$ cat src/rtl/mpu_load_pkg.sv
`default_nettype none
// ============================================================================
// Module     : mm_defs (package)
// Description: Shared constants, element type and load-FSM state encoding
//              for the MPU load unit.
// Revision   : 1.0 - initial release
// ============================================================================
package mm_defs;

    localparam int CLOCK_PERIOD = 10;
    localparam int FP_BITS      = 32;
    localparam int DEF_MAX_M    = 4;
    localparam int DEF_MAX_N    = 4;

    typedef logic [FP_BITS-1:0] float_sp;

    typedef enum logic [1:0] {
        IDLE = 2'd0,
        LOAD = 2'd1,
        DONE = 2'd2
    } mpu_load_state_t;

    // Out-of-range dimensions are forced into 1..max_d when checking is off.
    function automatic int unsigned clamp_dim(input int unsigned d, input int unsigned max_d);
        if (d == 0)
            return 1;
        if (d > max_d)
            return max_d;
        return d;
    endfunction

endpackage
`default_nettype wire

$ cat src/rtl/mpu_load_if.sv
`default_nettype none
// ============================================================================
// Module     : mpu_load_if
// Description: Request, element stream and matrix result bundle of the
//              MPU load unit.
// Revision   : 1.0 - initial release
// ============================================================================
interface mpu_load_if
    import mm_defs::*;
#(
    parameter int DATA_W = FP_BITS,
    parameter int MAX_M  = DEF_MAX_M,
    parameter int MAX_N  = DEF_MAX_N
);

    localparam int M_W = $clog2(MAX_M + 1);
    localparam int N_W = $clog2(MAX_N + 1);

    logic                            load_req_i;
    logic [M_W-1:0]                  load_m_i;
    logic [N_W-1:0]                  load_n_i;
    logic                            load_ready_o;
    logic                            elem_valid_i;
    logic [DATA_W-1:0]               elem_i;
    logic                            elem_ready_o;
    logic [MAX_M*MAX_N*DATA_W-1:0]   matrix_o;
    logic [M_W-1:0]                  m_o;
    logic [N_W-1:0]                  n_o;
    logic                            busy_o;
    logic                            done_o;
    logic                            err_o;

    modport master (
        output load_req_i, load_m_i, load_n_i, elem_valid_i, elem_i,
        input  load_ready_o, elem_ready_o, matrix_o, m_o, n_o, busy_o, done_o, err_o
    );

    modport slave (
        input  load_req_i, load_m_i, load_n_i, elem_valid_i, elem_i,
        output load_ready_o, elem_ready_o, matrix_o, m_o, n_o, busy_o, done_o, err_o
    );

endinterface
`default_nettype wire

$ cat src/rtl/mpu_load_addr_gen.sv
`default_nettype none
// ============================================================================
// Module     : mpu_load_addr_gen
// Description: Row-major row/column counters with wrap and last-element flag.
// Revision   : 1.0 - initial release
// ============================================================================
module mpu_load_addr_gen #(
    parameter int M_W   = 3,
    parameter int N_W   = 3,
    parameter int ROW_W = 2,
    parameter int COL_W = 2
) (
    input  logic             clk,
    input  logic             rst,
    input  logic             i_clear,
    input  logic             i_adv,
    input  logic [M_W-1:0]   i_m,
    input  logic [N_W-1:0]   i_n,
    output logic [ROW_W-1:0] o_row,
    output logic [COL_W-1:0] o_col,
    output logic             o_last
);

    logic [ROW_W-1:0] r_row;
    logic [COL_W-1:0] r_col;
    logic             w_col_last;
    logic             w_row_last;

    assign w_col_last = (32'(r_col) == (32'(i_n) - 32'd1));
    assign w_row_last = (32'(r_row) == (32'(i_m) - 32'd1));

    always_ff @(posedge clk) begin
        if (rst || i_clear) begin
            r_row <= '0;
            r_col <= '0;
        end else if (i_adv) begin
            if (w_col_last) begin
                r_col <= '0;
                r_row <= r_row + 1'b1;
            end else begin
                r_col <= r_col + 1'b1;
            end
        end
    end

    assign o_row  = r_row;
    assign o_col  = r_col;
    assign o_last = w_col_last && w_row_last;

endmodule
`default_nettype wire

$ cat src/rtl/mpu_load.sv
`default_nettype none
// ============================================================================
// Module     : mpu_load
// Description: MPU load unit - collects a row-major element stream into a
//              parallel matrix register. Optional MPU_LOAD_CHECK_EN rejects
//              out-of-range dimensions instead of clamping them.
// Revision   : 1.0 - initial release
// ============================================================================
module mpu_load
    import mm_defs::*;
#(
    parameter int DATA_W = FP_BITS,
    parameter int MAX_M  = DEF_MAX_M,
    parameter int MAX_N  = DEF_MAX_N
) (
    input  logic        clk,
    input  logic        rst,
    mpu_load_if.slave   bus
);

    localparam int M_W    = $clog2(MAX_M + 1);
    localparam int N_W    = $clog2(MAX_N + 1);
    localparam int ROW_W  = (MAX_M > 1) ? $clog2(MAX_M) : 1;
    localparam int COL_W  = (MAX_N > 1) ? $clog2(MAX_N) : 1;
    localparam int N_ELEM = MAX_M * MAX_N;
    localparam int IDX_W  = (N_ELEM > 1) ? $clog2(N_ELEM) : 1;

    mpu_load_state_t r_state;
    mpu_load_state_t w_state_nxt;

    logic              w_load_ready;
    logic              w_elem_ready;
    logic              w_busy;
    logic              w_done;
    logic              w_accept;
    logic              w_xfer;
    logic              w_last;
    logic [M_W-1:0]    w_m_cap;
    logic [N_W-1:0]    w_n_cap;
    logic [M_W-1:0]    r_m;
    logic [N_W-1:0]    r_n;
    logic [ROW_W-1:0]  w_row;
    logic [COL_W-1:0]  w_col;
    logic [IDX_W-1:0]  w_idx;
    logic [DATA_W-1:0] r_mat [N_ELEM];

`ifdef MPU_LOAD_CHECK_EN
    logic w_dims_bad;
    logic r_err;

    assign w_dims_bad = (bus.load_m_i == '0) || (bus.load_n_i == '0) ||
                        (32'(bus.load_m_i) > 32'(MAX_M)) || (32'(bus.load_n_i) > 32'(MAX_N));
    assign w_accept   = bus.load_req_i && w_load_ready && !w_dims_bad;
    assign w_m_cap    = bus.load_m_i;
    assign w_n_cap    = bus.load_n_i;

    // A rejected request leaves state and outputs untouched apart from this pulse.
    always_ff @(posedge clk) begin
        if (rst)
            r_err <= 1'b0;
        else
            r_err <= bus.load_req_i && w_load_ready && w_dims_bad;
    end

    assign bus.err_o = r_err;
`else
    assign w_accept  = bus.load_req_i && w_load_ready;
    assign w_m_cap   = M_W'(clamp_dim(32'(bus.load_m_i), MAX_M));
    assign w_n_cap   = N_W'(clamp_dim(32'(bus.load_n_i), MAX_N));
    assign bus.err_o = 1'b0;
`endif

    assign w_xfer = bus.elem_valid_i && w_elem_ready;

    mpu_load_addr_gen #(
        .M_W   (M_W),
        .N_W   (N_W),
        .ROW_W (ROW_W),
        .COL_W (COL_W)
    ) u_addr_gen (
        .clk     (clk),
        .rst     (rst),
        .i_clear (w_accept),
        .i_adv   (w_xfer),
        .i_m     (r_m),
        .i_n     (r_n),
        .o_row   (w_row),
        .o_col   (w_col),
        .o_last  (w_last)
    );

    always_ff @(posedge clk) begin
        if (rst)
            r_state <= IDLE;
        else
            r_state <= w_state_nxt;
    end

    always_comb begin
        w_state_nxt = r_state;
        case (r_state)
            IDLE:    if (w_accept) w_state_nxt = LOAD;
            LOAD:    if (w_xfer && w_last) w_state_nxt = DONE;
            DONE:    w_state_nxt = IDLE;
            default: w_state_nxt = IDLE;
        endcase
    end

    always_comb begin
        w_load_ready = 1'b0;
        w_elem_ready = 1'b0;
        w_busy       = 1'b0;
        w_done       = 1'b0;
        case (r_state)
            IDLE:    w_load_ready = 1'b1;
            LOAD: begin
                w_elem_ready = 1'b1;
                w_busy       = 1'b1;
            end
            DONE:    w_done = 1'b1;
            default: w_load_ready = 1'b0;
        endcase
    end

    assign w_idx = IDX_W'(32'(w_row) * 32'(MAX_N) + 32'(w_col));

    // Accepting a request clears the whole register so unwritten slots read 0.
    always_ff @(posedge clk) begin
        if (rst) begin
            r_m <= '0;
            r_n <= '0;
            for (int i = 0; i < N_ELEM; i++)
                r_mat[i] <= '0;
        end else if (w_accept) begin
            r_m <= w_m_cap;
            r_n <= w_n_cap;
            for (int i = 0; i < N_ELEM; i++)
                r_mat[i] <= '0;
        end else if (w_xfer) begin
            r_mat[w_idx] <= bus.elem_i;
        end
    end

    generate
        for (genvar gi = 0; gi < N_ELEM; gi++) begin : g_pack
            assign bus.matrix_o[gi*DATA_W +: DATA_W] = r_mat[gi];
        end
    endgenerate

    assign bus.load_ready_o = w_load_ready;
    assign bus.elem_ready_o = w_elem_ready;
    assign bus.busy_o       = w_busy;
    assign bus.done_o       = w_done;
    assign bus.m_o          = r_m;
    assign bus.n_o          = r_n;

endmodule
`default_nettype wire

$ cat src/flat_wrapper.sv
// flat-port wrapper written by rule: the top's interface ports become plain ports
module mpu_load_flat import mm_defs::*;
#(
    parameter int DATA_W = FP_BITS,
    parameter int MAX_M  = DEF_MAX_M,
    parameter int MAX_N  = DEF_MAX_N
)
  (clk, rst, bus_load_req_i, bus_load_m_i, bus_load_n_i, bus_elem_valid_i, bus_elem_i, bus_load_ready_o, bus_elem_ready_o, bus_matrix_o, bus_m_o, bus_n_o, bus_busy_o, bus_done_o, bus_err_o);
  mpu_load_if #(.DATA_W(DATA_W), .MAX_M(MAX_M), .MAX_N(MAX_N)) bus_i ();
  input  logic clk;
  input  logic rst;
  input wire logic [$bits(bus_i.load_req_i)-1:0] bus_load_req_i;
  input wire logic [$bits(bus_i.load_m_i)-1:0] bus_load_m_i;
  input wire logic [$bits(bus_i.load_n_i)-1:0] bus_load_n_i;
  input wire logic [$bits(bus_i.elem_valid_i)-1:0] bus_elem_valid_i;
  input wire logic [$bits(bus_i.elem_i)-1:0] bus_elem_i;
  output wire logic [$bits(bus_i.load_ready_o)-1:0] bus_load_ready_o;
  output wire logic [$bits(bus_i.elem_ready_o)-1:0] bus_elem_ready_o;
  output wire logic [$bits(bus_i.matrix_o)-1:0] bus_matrix_o;
  output wire logic [$bits(bus_i.m_o)-1:0] bus_m_o;
  output wire logic [$bits(bus_i.n_o)-1:0] bus_n_o;
  output wire logic [$bits(bus_i.busy_o)-1:0] bus_busy_o;
  output wire logic [$bits(bus_i.done_o)-1:0] bus_done_o;
  output wire logic [$bits(bus_i.err_o)-1:0] bus_err_o;
  assign bus_i.load_req_i = bus_load_req_i;
  assign bus_i.load_m_i = bus_load_m_i;
  assign bus_i.load_n_i = bus_load_n_i;
  assign bus_i.elem_valid_i = bus_elem_valid_i;
  assign bus_i.elem_i = bus_elem_i;
  assign bus_load_ready_o = bus_i.load_ready_o;
  assign bus_elem_ready_o = bus_i.elem_ready_o;
  assign bus_matrix_o = bus_i.matrix_o;
  assign bus_m_o = bus_i.m_o;
  assign bus_n_o = bus_i.n_o;
  assign bus_busy_o = bus_i.busy_o;
  assign bus_done_o = bus_i.done_o;
  assign bus_err_o = bus_i.err_o;
  mpu_load #(.DATA_W(DATA_W), .MAX_M(MAX_M), .MAX_N(MAX_N)) u_core (.clk(clk), .rst(rst), .bus(bus_i));
endmodule
$ cat config.mk
export PLATFORM = sky130hd
export DESIGN_NAME = mpu_load_flat
export DESIGN_NICKNAME = d
export VERILOG_FILES = /design/src/rtl/mpu_load_pkg.sv /design/src/rtl/mpu_load_if.sv /design/src/rtl/mpu_load_addr_gen.sv /design/src/rtl/mpu_load.sv /design/src/flat_wrapper.sv
export SDC_FILE = /design/constraint.sdc
export NUM_CORES = 1
export LEC_CHECK = 0
export BUFFER_PORTS_ARGS = -buffer_cell sky130_fd_sc_hd__buf_2
export CORE_AREA = 4 4 215 217
export DETAILED_ROUTE_END_ITERATION = 6
export DIE_AREA = 0 0 219 221
export PLACE_DENSITY = 0.83
export SETUP_SLACK_MARGIN = 0.2
export SYNTH_ARGS = -nofsm -noshare
export SYNTH_HDL_FRONTEND = slang
export SYNTH_SLANG_ARGS = --single-unit
$ cat constraint.sdc
create_clock -name clk -period 2.35 [get_ports clk]
set_input_delay 0.3525 -clock clk [delete_from_list [all_inputs] [get_ports clk]]
set_output_delay 0.3525 -clock clk [all_outputs]
set_load 0.005 [all_outputs]
# Word level (Yosys, flattened, before mapping)
# Memory sizes are Yosys's and may differ from the RTL's.
# Index checks and enable logic that the tools add are counted.
dict set report op_classes {
  eq_ne 6
  n_mux 49
  n_bitwise 16
  addsub 5
  magnitude_cmp 2
  reduce_logical 11
}
# cell count
set op_table {}
lappend op_table {{$mux W32} 17}
lappend op_table {{$eq A2 B32 Y1} 2}
lappend op_table {{$reduce_or A32 Y1} 1}
lappend op_table {{$mux W1} 21}
lappend op_table {{$mux W3} 6}
lappend op_table {{$or A1 B1 Y1} 16}
lappend op_table {{$sub A3 B1 Y4 const B} 2}
lappend op_table {{$gt A3 B3 Y1 const B} 2}
lappend op_table {{$logic_not A3 Y1} 2}
lappend op_table {{$mux W2} 3}
lappend op_table {{$add A2 B1 Y2 const B} 2}
lappend op_table {{$add A4 B2 Y4} 1}
lappend op_table {{$logic_and A1 B1 Y1} 4}
lappend op_table {{$mux W4} 1}
lappend op_table {{$pmux W2 S2} 1}
lappend op_table {{$reduce_and A2 Y1} 2}
lappend op_table {{$eq A2 B1 Y1 const B} 1}
lappend op_table {{$eq A2 B2 Y1 const B} 1}
lappend op_table {{$logic_not A2 Y1} 1}
lappend op_table {{$ne A2 B1 Y1 const B} 1}
lappend op_table {{$ne A2 B2 Y1 const B} 1}
lappend op_table {{$logic_or A1 B1 Y1} 1}
dict set report totals {
  ff_bits 12
  wordCells 95
  in_bits 42
  out_inout_bits 523
  memories 1
  mem_bits_rw 512
}
# name words width rd rd_ports_with_merged_regs write_ports line
set memory_table {}
lappend memory_table {u_core.r_mat 16 32 16 0 16 mpu_load.sv:45} ;# logic [DATA_W-1:0] r_mat [N_ELEM];

# Longest topological paths before layout
# Gate-level depths: netlist (run 1).
dict set report logic_depth {
  word_depth 9
  ltp_mapped 7
  mapped_depth_nobuf 6
}

# Hierarchy
# From an unflattened synthesis (run 1), not the netlist that was laid out.
dict set report unflattened {
  hier_cells 1334
  hier_area_um2 19117.1
}
# mod area_per_inst_um2 cells_per_inst n_inst seq_area_each_um2
set by_module_without_submodules {}
lappend by_module_without_submodules {mpu_load 18779.3 1289 1 15534.9}
lappend by_module_without_submodules {mpu_load_addr_gen 337.8 45 1 80.1}

# Worst setup path before layout (run 1)
# No wires, ideal clock.
dict set report synth_path {
  path_kind {register to register}
  startpoint {reg u_core.r_state[0]}
  endpoint {mem u_core.r_mat[12][0] (netlist name), enable pin}
  arrival_time_ns 1.795
  setup_ns 0.388
  n_path_buf 1
  setup_slack_ns 0.167
  period_less_slack_ns 2.183
  t_required_ns 1.962
  path_stages_with_launch 6
  path_cell_list {dfxtp_1 > nor2b_4 > nand2b_2 > nor2_4 > buf_2 > a211o_1}
}
# element line
set synth_rtl {}
lappend synth_rtl {{start, declared} mpu_load.sv:28} ;# mpu_load_state_t r_state;
lappend synth_rtl {{start signal, assigned} mpu_load.sv:96} ;# r_state <= w_state_nxt;
lappend synth_rtl {{end, declared} mpu_load.sv:45}

==> results of run 1 <==
[final timing paths]
check	endpoint	depth (start not counted)	slack [ns]
max	u_core.r_mat[6][31]$_SDFFCE_PN0P_	5	0.35
min reg2reg	u_core.bus.m_o[1]$_SDFFE_PP0P_	1	0.55
max reg2reg	u_core.r_mat[6][31]$_SDFFCE_PN0P_	5	0.35
min	u_core.bus.n_o[2]$_SDFFE_PP0P_	2	0.05
[kinds of logic (layout without fill, tap and decap cells)]
logic type	after synthesis	count (layout)	synth area share, %
XOR/XNOR	5	5	0.2152
adder cells (fa/ha/maj)	10	10	0.6149
flip-flops	524	524	76.73
AND/OR/NAND/NOR	570	570	17.36
other	1	2	0.01843
multiplexers	2	2	0.09838
AO/OA/AOI/OAI	17	17	0.6395
buffers and inverters	157	699	4.316
[layout make-up]
| cell class | count | area [µm²] |
|---|---|---|
| Fill cell | 3329 | 18810 |
| Sequential cell | 524 | 15620 |
| Multi-Input combinational cell | 605 | 3931 |
| Timing Repair Buffer | 597 | 3322 |
| Clock buffer | 63 | 1364 |
| Tap cell | 592 | 740.7 |
| Clock inverter | 31 | 311.5 |
| Inverter | 8 | 30.03 |
| Antenna cell | 1 | 2.502 |
[sequential cells by signal, summed over array words and instances (netlist names)]
name and flops:
u_core.r_mat 512, u_core.u_addr_gen.o_col 2, u_core.bus.m_o 3, u_core.bus.n_o 3
u_core.u_addr_gen.o_row 2, u_core.r_state 2
[routing by layer]
layer  part of all wire [%]  global-route usage [%]  routed length, µm
met1                     33                   30.23              21230
met5                      0                       0                  0
met4                    5.6                   12.54               3563
met2                     50                   43.15              32070
met3                     11                   4.938               6700
[through the flow]
stage / hold slack (ns) / total power (µW) / instance area [µm²]
after floorplan: 0.4780 / 11640 / 20370
after global placement: 0.5108 / 12700 / 23610
after detailed placement: 0.5316 / 12750 / 23610
after CTS: 0.02039 / 20880 / 25310
after global routing: 0.03108 / 21380 / 25310
final: 0.05053 / 20800 / 25320
[synth_stat cells (all sizes together)]
| library cell | instances | area, µm² |
|---|---|---|
| clkbuf | 105 | 394.1 |
| nor4 | 2 | 12.51 |
| inv | 8 | 30.03 |
| o21a | 1 | 7.510 |
| nor3 | 1 | 5.000 |
| a21boi | 1 | 7.510 |
| and4bb | 1 | 12.51 |
| edfxtp | 512 | 15370 |
| and3 | 512 | 3203 |
| xor2 | 1 | 8.760 |
| nor2b | 4 | 32.53 |
| o21ai | 4 | 20.02 |
| nor3b | 1 | 18.77 |
| mux2i | 2 | 20.02 |
| conb | 1 | 3.750 |
| a22o | 6 | 52.55 |
| nand3b | 1 | 7.510 |
| and4 | 1 | 8.760 |
| xnor2 | 4 | 35.03 |
| nand3 | 1 | 5.000 |
| a211o | 4 | 35.03 |
| ha | 10 | 125.1 |
| and2 | 3 | 26.28 |
| o21bai | 1 | 7.510 |
| nor2 | 8 | 45.04 |
| nand2b | 6 | 40.04 |
| or3 | 1 | 11.26 |
| dfxtp | 12 | 240.2 |
| nand2 | 28 | 105.1 |
| buf | 44 | 454.2 |
[what timing repair did]
action                     in CTS  in global routing
resized for setup               0                  1
setup endpoints to repair       0                128
hold endpoints to repair        3                  0
hold buffers                    3                  0
[power by group]
| group | switching, µW | total (µW) | leakage (µW) | internal, µW |
|---|---|---|---|---|
| clock | 3460 | 8250 | 0.000827 | 4790 |
| sequential | 180 | 11000 | 0.00566 | 10800 |
| combinational | 1020 | 1530 | 0.00626 | 518 |
| total | 4650 | 20800 | 0.0128 | 16200 |
==> results.json, run 1 <==
{
  "crit_path_max_fanout": 32,
  "vias": 13600,
  "number_of_sinks_driven_by_the_clock_tree": 524,
  "die_h_um": 221,
  "viasPerCell": 5.618,
  "status": "complete, no violations",
  "number_of_antenna_violations_at_the_first_check_in_global_routing": 4,
  "worst_r2r_src": "u_core.r_state[1]$_SDFFE_PP0P_",
  "finish.utilization_pct": 57.38,
  "min-delay-start": "bus_load_n_i[2]",
  "root_buffer": "clkbuf_16",
  "initial_utilization_pct": 46.12,
  "cap_viol_max_count": 0,
  "first_global_vias": 13310,
  "numCtsBuffers": 51,
  "cp.arrival_ns": 2.20,
  "syn-num-nets": 1338,
  "initial_drc_count": 1923,
  "timing.hold.worst.class": "in -> reg",
  "worst-setup-path-type": "reg -> reg",
  "leftover_overflow_at_the_end_of_global_routing": 0,
  "crit_path_frequent_cell": "buf_4",
  "gr-usage-all-layers_pct": 25.14,
  "drive_above_1_share_pct": 37.91,
  "power_density_nw_per_um2": 821.8,
  "grt_first_pass_wirelength_um": 90180,
  "core.rowCount": 77,
  "clock_tree.htree_level_count": 2,
  "drt-total-wl_um": 63560,
  "postSynthAreaPerCell_um2": 15.82,
  "post_synth_inst_count": 1286,
  "worstPathCellList": "nor3b_4 -> nor2_2 -> buf_4 -> nand2_1 -> buf_4",
  "post_cts_buffers": 0,
  "die-area_um2": 48400,
  "timing.critical_path.required_ns": 2.56,
  "timing.critical_path.slowest_cell_delay_ns": 0.43,
  "ys_seq_area_share_pct": 76.73,
  "wl_per_cell_um": 26.26,
  "final-max-slew-violation-count": 0,
  "highest_delay_cell_along_the_critical_path": "nor3b_4",
  "finalNonFillerCells": 2421,
  "place_inst": 2323,
  "total_of_warnings_raised_by_yosys": 0,
  "mostFrequentLayoutCells": "buf_2, and3_1, edfxtp_1",
  "startpoint": "u_core.r_state[1]$_SDFFE_PP0P_",
  "power.ir.vdd_worst_mv": 0.5819,
  "route.detailed.drc": 0,
  "route.antenna.remaining_nets": 0,
  "max-slew-margin-rel_pct": 48.97,
  "clock_latency_ns": 0.58,
  "layout_worst_path_cycle_share_pct": 84.90,
  "maximum_number_of_pins_on_one_net_before_global_route_repair": 129,
  "tritoncts": "built",
  "hold_violations": 0,
  "die_width_um": 219,
  "setup-violations-final": 0,
  "layout_commonest_cell": "buf_2",
  "number_of_buffers_added_on_ports": 563,
  "ys_ff_latch": 524,
  "path_buf_inv": 2,
  "unique_masters_post_synth": 36,
  "p_leak_uw": 0.01275,
  "hpwl_um": 40110,
  "achievable-frequency_ghz": 0.5012,
  "clk_path_buf_depth": 3,
  "firstDrtPassIters": 6,
  "top_level_ports": 565,
  "grt_setup_unrepaired": "no",
  "finalWorstSetupSlack_ns": 0.3549,
  "worst_path_dominant_cell_family": "buffers and inverters",
  "finalCriticalPeriod_ns": 1.995,
  "clock_skew_ns": 0.01981,
  "tightest_slew_ns": 0.7654,
  "clkSlewWorstSetupHoldPaths_ns": 0.06,
  "core-area_um2": 44120,
  "endpoint_kind": "flip-flop",
  "synthToLayoutAreaGrowth_pct": 24.41,
  "final_nets": 1839,
  "synthesis.area_um2": 20350,
  "critPathLaunchType": "flip-flop",
  "post-place-ws_ns": 0.3209,
  "place_congestion": 0.8363,
  "setup-tns-final_ns": 0
}
Note: power is estimated with default switching activity, not from simulation.
==> inputs of run 2 (changes only) <==
CORE_AREA = default   (was 4 4 215 217)
CORE_ASPECT_RATIO = 0.9   (was default)
CORE_MARGIN = 4   (was default)
CORE_UTILIZATION = 47   (was default)
DIE_AREA = default   (was 0 0 219 221)
PLACE_DENSITY = 0.87   (was 0.83)
clock period = 1.8 ns   (was 2.35 ns; I/O delays follow)
==> results.json, run 2 (synthesized netlist as in run 1, its figures left out) <==
{
  "top_level_ports": 565,
  "layout_commonest_cell": "buf_2",
  "mostFrequentLayoutCells": "buf_2, edfxtp_1, and3_1",
  "r2r_cells": 4,
  "numCtsBuffers": 51,
  "crit_path_max_fanout": 128,
  "worst-setup-path-type": "reg -> reg",
  "setup-tns-final_ns": 0,
  "critPathLaunchType": "flip-flop",
  "die-area_um2": 46690,
  "finish.utilization_pct": 61.99,
  "post_dp_cell_area_um2": 23690,
  "number_of_antenna_violations_at_the_first_check_in_global_routing": 2,
  "status": "complete, no violations",
  "max-slew-margin-rel_pct": 59.49,
  "setup-violations-final": 0,
  "synthToLayoutAreaGrowth_pct": 30.62,
  "clock_latency_ns": 0.61,
  "fin_area_um2": 26580,
  "route.detailed.drc": 0,
  "first_global_vias": 13930,
  "wl_per_cell_um": 30.21,
  "share_comb_of_total_power_pct": 8.4,
  "internal-power_uw": 20780,
  "power.ir.vdd_worst_mv": 0.7257,
  "grt_setup_unrepaired": "yes",
  "die_width_um": 227.3,
  "initial_utilization_pct": 47.46,
  "clk_path_buf_depth": 3,
  "power_density_nw_per_um2": 1024,
  "critical_path_cell_count": 4,
  "timing.critical_path.slowest_cell_delay_ns": 0.37,
  "cap_viol_max_count": 0,
  "power.clock.fraction_pct": 38.7,
  "firstDrtPassIters": 6,
  "root_buffer": "clkbuf_16",
  "gr-usage-all-layers_pct": 28.85,
  "num-fill-cells": 2943,
  "layout_worst_path_cycle_share_pct": 96.74,
  "highest_delay_cell_along_the_critical_path": "dfxtp_2",
  "timing.critical_path.required_ns": 2.27,
  "final-max-slew-violation-count": 0,
  "viasPerCell": 5.974,
  "power_switching_uw": 6455,
  "number_of_sinks_driven_by_the_clock_tree": 524,
  "drt-total-wl_um": 73870,
  "finalCriticalPeriod_ns": 1.741,
  "worstPathCellList": "inv_1 -> ha_2 -> buf_16 -> and3_1",
  "achievable-frequency_ghz": 0.5743,
  "worst_path_dominant_cell_family": "buffers and inverters",
  "tightest_slew_ns": 0.6077,
  "worst_hold_path.num_cells": 3,
  "hold_violations": 0,
  "p_seq_share_pct": 52.9,
  "final_nets": 1901,
  "tritoncts": "built",
  "core-area_um2": 42880,
  "hpwl_um": 41010,
  "grt_first_pass_wirelength_um": 97470,
  "registers.top_by_ff_count": "u_core.r_mat",
  "endpoint_kind": "flip-flop",
  "initial_drc_count": 2167,
  "path_buf_inv": 2,
  "clock_skew_ns": 0.01391,
  "drive_above_1_share_pct": 41.13,
  "vias": 14610,
  "cp.arrival_ns": 2.21,
  "timing.hold.worst.class": "in -> reg",
  "maximum_number_of_pins_on_one_net_before_global_route_repair": 129,
  "route.antenna.remaining_nets": 0,
  "core.rowCount": 72,
  "hold_ws_ns": 0.1873,
  "place_congestion": 0.8688,
  "largest_reg_flops": 512,
  "netSwitchingFraction_pct": 23.70,
  "leftover_overflow_at_the_end_of_global_routing": 0,
  "clock_tree.htree_level_count": 2,
  "p_leak_uw": 0.01317,
  "die_h_um": 205.4,
  "reg2reg_setup_slack_ns": 0.06,
  "clkSlewWorstSetupHoldPaths_ns": 0.06,
  "number_of_buffers_added_on_ports": 563
}
[run 2: timing repair]
action                                  CTS  global route
buffers inserted                          7            16
endpoints found under the hold margin     7             0
resized for setup                        44            36
cloned                                   20            15
endpoints found under the setup margin  859           993
pin swaps                                19            18
hold buffers                              7             0
[run 2: per-stage QoR]
step           power, µW  instances  setup WS [ns]
2_1_floorplan      15270       1286         0.1884
3_3_place_gp       16580       2286       -0.02067
3_5_place_dp       16660       2286       -0.08087
4_1_cts            27140       2413        0.06842
5_1_grt            27920       2445        0.02800
6_report           27230       2445        0.05863
[run 2: power by group through the flow]
stage                     combinational, µW  clock (µW)  sequential (µW)
after floorplan                         550           0            14700
after global placement                 1960           0            14600
after detailed placement               2000           0            14700
after CTS                              2200       10500            14400
after global routing                   2390       11100            14500
final                                  2280       10500            14400
[run 2: path summary, 6_finish.rpt]
kind	start	to
setup reg to reg	u_core.u_addr_gen.o_row[0]$_SDFFE_PP0P_	u_core.r_mat[8][8]$_SDFFCE_PN0P_
hold / removal	rst	u_core.u_addr_gen.o_col[0]$_SDFFE_PP0P_
hold reg to reg	u_core.u_addr_gen.o_row[1]$_SDFFE_PP0P_	u_core.u_addr_gen.o_row[1]$_SDFFE_PP0P_
setup / recovery	u_core.u_addr_gen.o_row[0]$_SDFFE_PP0P_	u_core.r_mat[8][8]$_SDFFCE_PN0P_
[run 2: layer usage]
| metal | track usage (%) | part of all wire, % | vias up |
|---|---|---|---|
| li1 | - | - | 6033 |
| met4 | 11.60 | 4.1 | 2 |
| met1 | 36.41 | 35 | 7128 |
| met3 | 6.862 | 12 | 205 |
| met5 | 0 | 0.018 | - |
| met2 | 48.38 | 49 | 1239 |
[run 2: final cells by class]
type / count / area [µm²] / area share [%]
Sequential cell: 524 / 15630 / 58.81
Multi-Input combinational cell: 630 / 4753 / 17.88
Timing Repair Buffer: 634 / 3861 / 14.53
Clock buffer: 65 / 1339 / 5.037
Tap cell: 555 / 694.4 / 2.613
Clock inverter: 28 / 267.8 / 1.007
Inverter: 8 / 30.03 / 0.1130
Antenna cell: 1 / 2.502 / 0.009414
[run 2: worst register-to-register path, delay by kind of cell (launching register included)]
| family | cells | cell delay [ns] |
|---|---|---|
| adders and majority gates | 1 | 0.36 |
| buffers and inverters | 2 | 0.48 |
| DFF | 1 | 0.37 |
| and+or+nand+nor | 1 | 0.39 |
==> inputs of run 3 (changes only) <==
REMOVE_ABC_BUFFERS = 1   (was default)
==> results.json, run 3 (synthesized netlist as in run 1, its figures left out) <==
{
  "status": "complete, no violations",
  "route.detailed.drc": 0,
  "clock_latency_ns": 0.60,
  "setup-violations-final": 0,
  "registers.top_by_ff_count": "u_core.r_mat",
  "power_density_nw_per_um2": 983.6,
  "number_of_buffers_added_on_ports": 563,
  "p_leak_uw": 0.01398,
  "finalWorstSetupSlack_ns": 0.05526,
  "number_of_sinks_driven_by_the_clock_tree": 524,
  "achievable-frequency_ghz": 0.5732,
  "hpwl_um": 42600,
  "mostFrequentLayoutCells": "buf_2, edfxtp_1, and3_1",
  "layout_worst_path_cycle_share_pct": 96.93,
  "cap_viol_max_count": 0,
  "core-area_um2": 42880,
  "largest_reg_flops": 512,
  "worst_r2r_src": "u_core.r_state[1]$_SDFFE_PP0P_",
  "timing.hold.worst.class": "in -> reg",
  "worst-setup-path-type": "reg -> reg",
  "vias": 15230,
  "grt_first_pass_wirelength_um": 98200,
  "power.ir.vdd_worst_mv": 0.7973,
  "synthToLayoutAreaGrowth_pct": 40.54,
  "firstDrtPassIters": 5,
  "numCtsBuffers": 51,
  "number_of_antenna_violations_at_the_first_check_in_global_routing": 6,
  "drive_above_1_share_pct": 46.60,
  "first_global_vias": 14360,
  "layout_commonest_cell": "buf_2",
  "hold_violations": 0,
  "timing.critical_path.required_ns": 2.09,
  "post-place-ws_ns": 0.03044,
  "viasPerCell": 6.060,
  "worstReg2RegEnd": "u_core.r_mat[13][22]$_SDFFCE_PN0P_",
  "final-max-slew-violation-count": 0,
  "initial_utilization_pct": 47.46,
  "die_width_um": 227.3,
  "die-area_um2": 46690,
  "clock_tree.htree_level_count": 2,
  "num-fill-cells": 2732,
  "tritoncts": "built",
  "r2r_cells": 5,
  "reg2reg_setup_slack_ns": 0.06,
  "leftover_overflow_at_the_end_of_global_routing": 0,
  "die_h_um": 205.4,
  "worst_hold_path.num_cells": 3,
  "critPathLaunchType": "flip-flop",
  "final_nets": 1972,
  "place_inst": 2318,
  "route.antenna.remaining_nets": 0,
  "wl_per_cell_um": 31.26,
  "cp.arrival_ns": 2.03,
  "timing.hold.worst_endpoint": "u_core.bus.m_o[0]$_SDFFE_PP0P_",
  "clk_path_buf_depth": 3,
  "root_buffer": "clkbuf_16",
  "initial_drc_count": 2452,
  "finalNonFillerCells": 2514,
  "maximum_number_of_pins_on_one_net_before_global_route_repair": 76,
  "crit_path_max_fanout": 14,
  "clkSlewWorstSetupHoldPaths_ns": 0.07,
  "gr-usage-all-layers_pct": 28.74,
  "place_congestion": 0.8211,
  "drt-total-wl_um": 78600,
  "top_level_ports": 565,
  "core.rowCount": 72,
  "endpoint_kind": "flip-flop",
  "min-delay-start": "bus_load_m_i[0]",
  "finalCriticalPeriod_ns": 1.745,
  "clock_skew_ns": 0.02640,
  "fin_area_um2": 28600,
  "post_dp_cell_area_um2": 24110,
  "grt_setup_unrepaired": "yes"
}
[run 3: timing repair]
| item | CTS | global route |
|---|---|---|
| setup buffers | 22 | 12 |
| hold endpoints to repair | 6 | 0 |
| cloned | 18 | 47 |
| endpoints found under the setup margin | 980 | 944 |
| pin swaps | 10 | 16 |
| hold buffers | 5 | 0 |
| gates resized for setup | 90 | 103 |
[run 3: worst max path at each step]
stage	startpoint	endpoint	slack (ns)	depth (start not counted)
global route	u_core.r_state[1]$_SDFFE_PP0P_	u_core.r_mat[13][16]$_SDFFCE_PN0P_	0.02	5
global placement	rst	u_core.r_mat[10][14]$_SDFFCE_PN0P_	0.07	6
CTS	u_core.r_state[1]$_SDFFE_PP0P_	u_core.r_mat[14][22]$_SDFFCE_PN0P_	0.09	7
detailed placement	u_core.r_state[0]$_SDFFE_PP0P_	u_core.r_mat[10][8]$_SDFFCE_PN0P_	0.03	5
finish	u_core.r_state[1]$_SDFFE_PP0P_	u_core.r_mat[13][22]$_SDFFCE_PN0P_	0.06	5
floorplan	u_core.u_addr_gen.o_row[0]$_SDFFE_PP0P_	u_core.r_mat[0][0]$_SDFFCE_PN0P_	-1.41	3
[run 3: worst max-delay path, cell delays in order (launching register included)]
cell and delay (ns):
dfxtp_4 0.35, and4bb_2 0.35, and2_4 0.22, nand2_1 0.12
nand2_4 0.19, buf_12 0.20
[run 3: metrics by stage]
step           hold slack (ns)  utilization, %  setup TNS [ns]  power [µW]
2_1_floorplan           0.3462               -         -980.50       15110
3_3_place_gp            0.4933           56.22               0       16740
3_5_place_dp            0.5037           56.22               0       16830
4_1_cts               0.006110           62.64               0       27560
5_1_grt                0.03181           66.69               0       28800
6_report               0.02413           66.69               0       28130
[run 3: layout make-up]
type                    instances  area, µm²  area share [%]
inverters                       8      30.03          0.1050
diodes                          2      5.005         0.01750
well taps                     555      694.4           2.428
clock buffers                  62       1339           4.681
flip-flops and latches        524      15630           54.66
repair buffers                730       6096           21.32
clock inverters                28      282.8          0.9888
multi-input cells             605       4521           15.81
[run 3: routing by layer]
metal / part of all wire, % / GRT usage (%) / routed length, µm / vias up
li1: - / - / - / 6127
met1: 35 / 37.26 / 27340 / 7452
met2: 48 / 46.32 / 37680 / 1441
met3: 13 / 7.960 / 10270 / 214
met4: 4.2 / 11.47 / 3307 / 0
met5: 0 / 0 / 0 / -
[run 3: power by group]
| group | internal (µW) | switching (µW) | total (µW) |
|---|---|---|---|
| Sequential | 14200 | 289 | 14400 |
| Clock | 6010 | 4680 | 10700 |
| Combinational | 1320 | 1680 | 3000 |
